===== config.mk =====
export PLATFORM = sky130hd
export DESIGN_NAME = hamming_code_decoder
export DESIGN_NICKNAME = d
export VERILOG_FILES = /design/src/rtl/hamming_pkg.sv /design/src/rtl/hamming_syndrome.sv /design/src/rtl/hamming_code_decoder.sv
export SDC_FILE = /design/constraint.sdc
export NUM_CORES = 1
export LEC_CHECK = 0
export BUFFER_PORTS_ARGS = -buffer_cell sky130_fd_sc_hd__buf_2
export CAP_MARGIN = 10
export CORE_MARGIN = 2
export CORE_UTILIZATION = 45
export CTS_CLUSTER_DIAMETER = 150
export CTS_CLUSTER_SIZE = 8
export DETAILED_ROUTE_END_ITERATION = 7
export PLACE_DENSITY = 0.82
export SYNTH_ARGS = -nofsm -noshare
export SYNTH_HDL_FRONTEND = slang
export SYNTH_SLANG_ARGS = --single-unit

===== constraint.sdc =====
create_clock -name clk -period 1.4 [get_ports clk]
set_input_delay 0 -clock clk [delete_from_list [all_inputs] [get_ports clk]]
set_output_delay 0 -clock clk [all_outputs]
set_load 0.05 [all_outputs]

===== src/rtl/hamming_pkg.sv =====
`default_nettype none
// ============================================================================
//  Module      : hamming_pkg
//  Description : Shared constants and types for the Hamming(7,4) decoder.
//                Bit positions are numbered 1..7; parity at 1, 2, 4 and
//                data at 3, 5, 6, 7.
//  Revision    : 1.0  initial release
// ============================================================================
package hamming_pkg;

  localparam int C_CODE_W = 7;
  localparam int C_DATA_W = 4;

  // Parity bit positions
  localparam int C_P1_POS = 1;
  localparam int C_P2_POS = 2;
  localparam int C_P4_POS = 4;

  // Data bit positions, least significant data bit first
  localparam int C_D0_POS = 3;
  localparam int C_D1_POS = 5;
  localparam int C_D2_POS = 6;
  localparam int C_D3_POS = 7;

  // {s4, s2, s1}: position of the erroneous bit, 0 = none
  typedef logic [2:0] syndrome_t;

endpackage : hamming_pkg
`default_nettype wire


===== src/rtl/hamming_syndrome.sv =====
`default_nettype none
// ============================================================================
//  Module      : hamming_syndrome
//  Description : Combinational syndrome generator for Hamming(7,4) with
//                selectable even/odd parity.
//  Revision    : 1.0  initial release
// ============================================================================
module hamming_syndrome
  import hamming_pkg::*;
(
  input  logic [C_CODE_W:1] code_in,
  input  logic              parity_type,
  output syndrome_t         syndrome
);

  logic r1;
  logic r2;
  logic r4;

  // Raw parity checks; odd parity inverts every check bit
  always_comb begin
    r1 = code_in[C_P1_POS] ^ code_in[C_D0_POS] ^ code_in[C_D1_POS] ^ code_in[C_D3_POS];
    r2 = code_in[C_P2_POS] ^ code_in[C_D0_POS] ^ code_in[C_D2_POS] ^ code_in[C_D3_POS];
    r4 = code_in[C_P4_POS] ^ code_in[C_D1_POS] ^ code_in[C_D2_POS] ^ code_in[C_D3_POS];
    syndrome = {r4, r2, r1} ^ {3{parity_type}};
  end

endmodule : hamming_syndrome
`default_nettype wire


===== src/rtl/hamming_code_decoder.sv =====
`default_nettype none
// ============================================================================
//  Module      : hamming_code_decoder
//  Description : Hamming(7,4) single-error-correcting decoder with one cycle
//                of latency. Outputs hold between accepted words; out_valid
//                pulses for one cycle per accepted word.
//  Revision    : 1.0  initial release
// ============================================================================
module hamming_code_decoder
  import hamming_pkg::*;
(
  input  logic                clk,
  input  logic                rst,
  input  logic [C_CODE_W:1]   code_in,
  input  logic                parity_type,
  input  logic                in_valid,
  output logic [C_DATA_W:1]   data_out,
  output logic                error,
  output syndrome_t           syndrome,
  output logic                out_valid
);

  syndrome_t            syn_w;
  logic [C_CODE_W:0]    flip_mask;
  logic [C_CODE_W:1]    corrected;

  logic [C_DATA_W:1]    data_d,  data_q;
  logic                 err_d,   err_q;
  syndrome_t            syn_d,   syn_q;
  logic                 valid_d, valid_q;

  hamming_syndrome u_syndrome (
    .code_in     (code_in),
    .parity_type (parity_type),
    .syndrome    (syn_w)
  );

  // Invert the bit named by the syndrome; a zero syndrome lands on the
  // unused bit 0 of the mask, so the word passes through untouched
  always_comb begin
    flip_mask = {{C_CODE_W{1'b0}}, 1'b1} << syn_w;
    corrected = code_in ^ flip_mask[C_CODE_W:1];
  end

  // Next-state: capture on accepted input, otherwise hold
  always_comb begin
    data_d  = data_q;
    err_d   = err_q;
    syn_d   = syn_q;
    valid_d = 1'b0;
    if (in_valid) begin
      data_d  = {corrected[C_D3_POS], corrected[C_D2_POS],
                 corrected[C_D1_POS], corrected[C_D0_POS]};
      err_d   = (syn_w != 3'd0);
      syn_d   = syn_w;
      valid_d = 1'b1;
    end
  end

  // Output registers with synchronous reset
  always_ff @(posedge clk) begin
    if (rst) begin
      data_q  <= '0;
      err_q   <= 1'b0;
      syn_q   <= '0;
      valid_q <= 1'b0;
    end else begin
      data_q  <= data_d;
      err_q   <= err_d;
      syn_q   <= syn_d;
      valid_q <= valid_d;
    end
  end

  assign data_out  = data_q;
  assign error     = err_q;
  assign syndrome  = syn_q;
  assign out_valid = valid_q;

endmodule : hamming_code_decoder
`default_nettype wire


==> metrics.cfg, run 1 <==
[run_status]
status = complete, no violations

[worst_setup_path]
cp-end-kind = flip-flop
rr_endpoint = data_out[2]$_SDFFE_PP0P_
required_ps = 1560
arrival_ps = 1410
critPathLaunch = code_in[7]
rrSetupSlack_ps = 620
path_class = in2reg
reg2reg_from = data_out[2]$_SDFFE_PP0P_
crit_fanout = 3
cp-start-kind = input pin
crit_end = data_out[2]$_SDFFE_PP0P_
ff2ff_path_depth = 2

[final_layout]
n_antenna_cell = 0
seq_area_sq_um = 180
drive_above_1_share = 0.379
synthToLayoutAreaGrowth_pct = 24.7
multi_input_area_sq_um = 557
final_nets = 128
fillers = 171
fin_util = 0.579

[yosys]
synthArstFlopShare = 0
synthAdderAreaFrac = 0
yosys.cell_types.count = 33
ys_warn_count = 0
synth_mux_area_frac = 0.105
syn_area_per_cell_sq_um = 8.92
netlist_area_sq_um = 776
yosysTopAreaCellShare = 0.232
synth_edf_count = 0
synth-seq-area-share = 0.232
synthFlopType = dfxtp_1
ys_top_cells_by_area = dfxtp_1, mux2i_1, nor2_1
synthCells = 87
synth-xor-area-share = 0.171
synth_compound_area_frac = 0.224
synth_most_common_cell = nor2_1
yosysTopAreaCell = dfxtp_1
synth_top_family_by_area = compound AO/OA/AOI/OAI gates
synth_seq_cells = 9
synthTopCellsByCount = nor2_1, dfxtp_1, mux2i_1, xnor2_1
syn_nets = 98
yosys.area_share.simple = 0.208

[detailed_routing]
firstDrtPassIters = 4
routed_wirelength_microns = 1600
drt_iter0_markers = 2
wire_per_inst_microns = 12.0
ant_nets = 0
drc = 0
vias = 721
vias_per_cell = 5.42

[sta]
setup_viol = 0
rsz0062_at_grt = false
whs_ps = 28.4
fin_crit_sh = 0.890
skew_ps = 0
slew_viol_final = 0
worst_pin_slew_ps = 563
fin_tns_setup_ps = 0
max_freq_ghz = 0.802
slew_headroom = 0.622
layout_min_cycle_time_ps = 1250
hold_viol_final = 0

[clock_tree]
clockRootBuffer = clkbuf_4
cts_htree_levels = 1
cts_made_buffers = 3
clock_path_buffers = 2
tritoncts = done
clk_latency_ps = 260
cts_hold_buffers = 0
clk_pin_slew_ps = 70
cts.sinks = 9

[pwr]
combPwrFrac = 0.465
leakagePower_nw = 0.432
vdd_drop_max_v = 0.000319
power.density_nw_per_um2 = 946
power_frac_clock = 0.217
swShare = 0.390
power.switching_w = 0.000357
seqPwrFrac = 0.318
internal_power_w = 0.000558

[global_routing]
grt_usage = 0.176
grt_max_degree = 16
grt_pass1_wl_microns = 2590
antenna_found_initial = 0
grt_overflow = 0
grt_pass1_vias = 607

[floorplan]
die_y_microns = 45.5
die_x_microns = 45.5
die_area_sq_um = 2070
initial_core_util = 0.464
core.rowCount = 15
core_sq_um = 1670
io_pins = 20

[placement]
gp_congestion = 0.859
hpwl_microns = 1340
io_buffers = 19

[flow_run]
drv_cap = 0

[worst_hold_path]
hp-class = in2reg

## sequential cells by signal, summed over array words and instances (netlist names)
| name | flops |
|---|---|
| data_out | 4 |
| out_valid | 1 |
| syndrome | 3 |
| error | 1 |
## how the worst min path moves through the flow
stage,slack (ps),startpoint,to,cells after the start
3_3_place_gp,300,rst,syndrome[2]$_SDFFE_PP0P_,2
6_report,30,rst,data_out[1]$_SDFFE_PP0P_,2
3_5_place_dp,310,rst,data_out[2]$_SDFFE_PP0P_,2
5_1_grt,50,rst,data_out[1]$_SDFFE_PP0P_,2
4_1_cts,20,rst,data_out[1]$_SDFFE_PP0P_,2
2_1_floorplan,180,in_valid,error$_SDFFE_PP0P_,2
## logic make-up (layout without fill, tap and decap cells)
logic type	Yosys count	after routing
flops	9	9
buf+inv	6	35
simple gates	32	32
mux	8	8
xor+xnor	11	11
compound gates	21	21
## layout make-up
type,count,share of cell area
multi-input combinational,72,0.576
sequential,9,0.186
timing repair buffer,30,0.184
clock buffer,3,0.0233
tap,17,0.0220
clock inverter,1,0.00517
inverter,1,0.00388
## worst max-delay path, cell delays in order
cell	delay, ps
buf_2	140
xnor2_2	250
mux2_2	370
o2bb2ai_1	140
o2111a_1	250
a2111oi_2	250
## what timing repair did
action / 4_1_cts / 5_1_grt
buffers inserted: 0 / 0
setup endpoints to repair: 0 / 1
resized for setup: 0 / 1
## routing by layer
| layer | vias up | GRT usage | part of all wire |
|---|---|---|---|
| li1 | 372 | - | - |
| met1 | 332 | 0.232 | 0.45 |
| met2 | 13 | 0.259 | 0.50 |
| met3 | 4 | 0.0357 | 0.024 |
| met4 | 0 | 0.112 | 0.024 |
| met5 | - | 0 | 0 |
## power by group through the flow
stage          combinational [W]  sequential (W)  clock [W]
2_1_floorplan           0.000221        0.000385          0
3_3_place_gp            0.000413        0.000296          0
3_5_place_dp            0.000426        0.000297          0
4_1_cts                 0.000427        0.000291   0.000207
5_1_grt                 0.000463        0.000294   0.000220
6_report                0.000425        0.000291   0.000199
## cell usage in the layout, fill, tap and decap left out, drive strengths merged, types with 2 or more instances in the layout
| cell type | synthesis | layout |
|---|---|---|
| clkbuf | 0 | 3 |
| a21oi | 4 | 4 |
| a311oi | 3 | 3 |
| nor3 | 2 | 2 |
| a221oi | 3 | 3 |
| mux2i | 7 | 7 |
| and2 | 5 | 5 |
| nand2 | 2 | 2 |
| buf | 5 | 30 |
| or3 | 2 | 2 |
| o221ai | 2 | 2 |
| xnor2 | 7 | 7 |
| xor2 | 3 | 3 |
| dfxtp | 9 | 9 |
| o21ai | 4 | 4 |
| nand2b | 3 | 3 |
| nor2b | 3 | 3 |
| nor2 | 14 | 14 |
## through the flow
| step | setup slack [ps] | power, W | std cells | instance area [sq um] |
|---|---|---|---|---|
| final | 153 | 0.000915 | 133 | 967 |
| after global routing | 14.0 | 0.000977 | 133 | 967 |
| after CTS | 134 | 0.000925 | 133 | 961 |
| after detailed placement | -125 | 0.000723 | 129 | 933 |
| after global placement | -113 | 0.000710 | 129 | 933 |
| after floorplan | 0.899 | 0.000606 | 87 | 777 |
No activity file was read; power rests on OpenSTA's default activity.
==> run 2, diff against run 1 <==
--- a/config.mk
+++ b/config.mk
@@ -13,6 +13,7 @@
 export CTS_CLUSTER_SIZE = 8
 export DETAILED_ROUTE_END_ITERATION = 7
 export PLACE_DENSITY = 0.82
+export RECOVER_POWER = 100
 export SYNTH_ARGS = -nofsm -noshare
 export SYNTH_HDL_FRONTEND = slang
 export SYNTH_SLANG_ARGS = --single-unit
==> run 2 against run 1 <==
Clock power is essentially flat; core utilization shrank 1.1 points; cell count is the same; clock skew is the same; final area shrank 1.9%; critical path depth is the same; first-iteration DRC count grew to 5.0 times the previous value; sequential power is essentially flat; hold slack lost 2.4 ps; combinational power shrank 3%; non-clock buffer count is the same; total power shrank 1.1%; largest power group unchanged; highest routed layer unchanged.
==> metrics.cfg, run 2 (synthesis results as in run 1) <==
[worst_setup_path]
path_class = in2reg
reg2reg_from = data_out[2]$_SDFFE_PP0P_
crit_fanout = 6  ; +3
arrival_ps = 1450  ; +40 ps
cp-end-kind = flip-flop
rrSetupSlack_ps = 600  ; -20 ps
ff2ff_path_depth = 2  ; unchanged
cp-start-kind = input pin
required_ps = 1580  ; +20 ps
rr_endpoint = data_out[2]$_SDFFE_PP0P_
critPathLaunch = code_in[5]

[floorplan]
io_pins = 20  ; unchanged
core_sq_um = 1670  ; unchanged
core.rowCount = 15  ; unchanged
die_area_sq_um = 2070  ; unchanged
die_y_microns = 45.5  ; unchanged
die_x_microns = 45.5  ; unchanged
initial_core_util = 0.464  ; unchanged

[final_layout]
drive_above_1_share = 0.267  ; -0.112
final_nets = 128  ; unchanged
final_cell_mix = nor2_1, clkbuf_1, dfxtp_1, buf_4, buf_2
n_antenna_cell = 0  ; unchanged
synthToLayoutAreaGrowth_pct = 22.3
final_common_cell = nor2_1
finalInstanceArea_sq_um = 948  ; -1.9%
fillers = 181  ; +5.8%
largest_reg_flops = 4  ; unchanged
fin_util = 0.568  ; -0.0112

[global_routing]
grt_overflow = 0  ; unchanged
grt_usage = 0.176  ; unchanged
antenna_found_initial = 0  ; unchanged
grt_pass1_vias = 607  ; unchanged
grt_max_degree = 16  ; unchanged
grt_pass1_wl_microns = 2590  ; unchanged

[pwr]
totalPowerFinal_w = 0.000905  ; -1.1%
leakagePower_nw = 0.389  ; -9.9%
swShare = 0.395  ; +0.00513
seqPwrFrac = 0.322  ; +0.004
internal_power_w = 0.000548  ; -1.9%
power_frac_clock = 0.220  ; +0.003
vdd_drop_max_v = 0.000316  ; -0.94%
power.density_nw_per_um2 = 954  ; +0.87%
power.switching_w = 0.000358  ; +0.22%
combPwrFrac = 0.458  ; -0.007

[detailed_routing]
wire_per_inst_microns = 12.1  ; +0.75%
vias_per_cell = 5.50  ; +1.5%
routed_wirelength_microns = 1610  ; +0.75%
ant_nets = 0  ; unchanged
firstDrtPassIters = 4  ; unchanged
drc = 0  ; unchanged
drt_iter0_markers = 10  ; +8
vias = 732  ; +1.5%

[clock_tree]
cts_htree_levels = 1  ; unchanged
cts_made_buffers = 3  ; unchanged
tritoncts = done
cts_setup_buffers = 0  ; unchanged
clk_latency_ps = 260  ; about the same
ctsResizeCount = 0  ; unchanged
cts_hold_buffers = 0  ; unchanged
clockRootBuffer = clkbuf_4
clock_path_buffers = 2  ; unchanged
cts.sinks = 9  ; unchanged
clk_pin_slew_ps = 70  ; about the same

[worst_hold_path]
hp-start = rst
whs_path_depth = 2  ; unchanged
holdPathEnd = data_out[1]$_SDFFE_PP0P_
hp-class = in2reg

[flow_run]
drv_cap = 0  ; unchanged

[sta]
worst_pin_slew_ps = 682  ; +119 ps
max_freq_ghz = 0.793  ; -1.1%
setup_viol = 0  ; unchanged
layout_min_cycle_time_ps = 1260  ; +13.9 ps
hold_viol_final = 0  ; unchanged
slew_viol_final = 0  ; unchanged
rsz0062_at_grt = false
fin_crit_sh = 0.900  ; +0.00992
skew_ps = 0  ; unchanged
slew_headroom = 0.545  ; -0.0764

[placement]
hpwl_microns = 1340  ; unchanged
placed_area_sq_um = 933  ; unchanged
gp_congestion = 0.859  ; unchanged
io_buffers = 19  ; unchanged

[run_status]
status = complete, no violations

[run 2: changes by cell type in the layout (fill, tap and decap cells not counted), sizes merged]
cell    change
clkbuf     +13
buf        -13
[run 2: per-layer routing]
metal | routed length [microns] | GRT usage
met1 | 725 | 0.232
met2 | 795 | 0.259
met3 | 52 | 0.0357
met4 | 39 | 0.112
met5 | 0 | 0
[run 2: final cells by class]
class                           instances  area (sq um)  share of cell area
Clock buffer                            3          22.5              0.0237
Clock inverter                          1          5.00             0.00528
Inverter                                1          3.75             0.00396
Multi-Input combinational cell         72           556               0.586
Sequential cell                         9           180               0.190
Tap cell                               17          21.3              0.0224
Timing Repair Buffer                   30           160               0.169
[run 2: power groups by stage]
stage / registers [W] / logic (W) / clock network, W
finish: 0.000292 / 0.000414 / 0.000199
global route: 0.000295 / 0.000452 / 0.000220
CTS: 0.000291 / 0.000427 / 0.000207
detailed placement: 0.000297 / 0.000426 / 0
global placement: 0.000296 / 0.000413 / 0
floorplan: 0.000385 / 0.000221 / 0
[run 2: worst max path at each step]
stage                     cells past startpoint  slack, ps                  endpoint
after floorplan                               6        0.9  data_out[1]$_SDFFE_PP0P_
final                                         6        140  data_out[1]$_SDFFE_PP0P_
after CTS                                     7        130  data_out[2]$_SDFFE_PP0P_
after global routing                          7         10  data_out[2]$_SDFFE_PP0P_
after global placement                        6       -110  data_out[2]$_SDFFE_PP0P_
after detailed placement                      6       -120  data_out[2]$_SDFFE_PP0P_
[run 2: worst max-delay path: stages]
cell	delay (ps)
buf_2	120
xnor3_1	460
and2_0	150
mux2i_1	100
or3_1	380
a311oi_2	230
[run 2: metrics by stage]
step | instances | hold slack [ps] | setup TNS, ps | setup slack [ps]
after floorplan | 87 | 178 | 0 | 0.899
after global placement | 129 | 301 | -208 | -113
after detailed placement | 129 | 313 | -350 | -125
after CTS | 133 | 24.4 | 0 | 134
after global routing | 133 | 46.4 | 0 | 13.8
final | 133 | 26.0 | 0 | 140
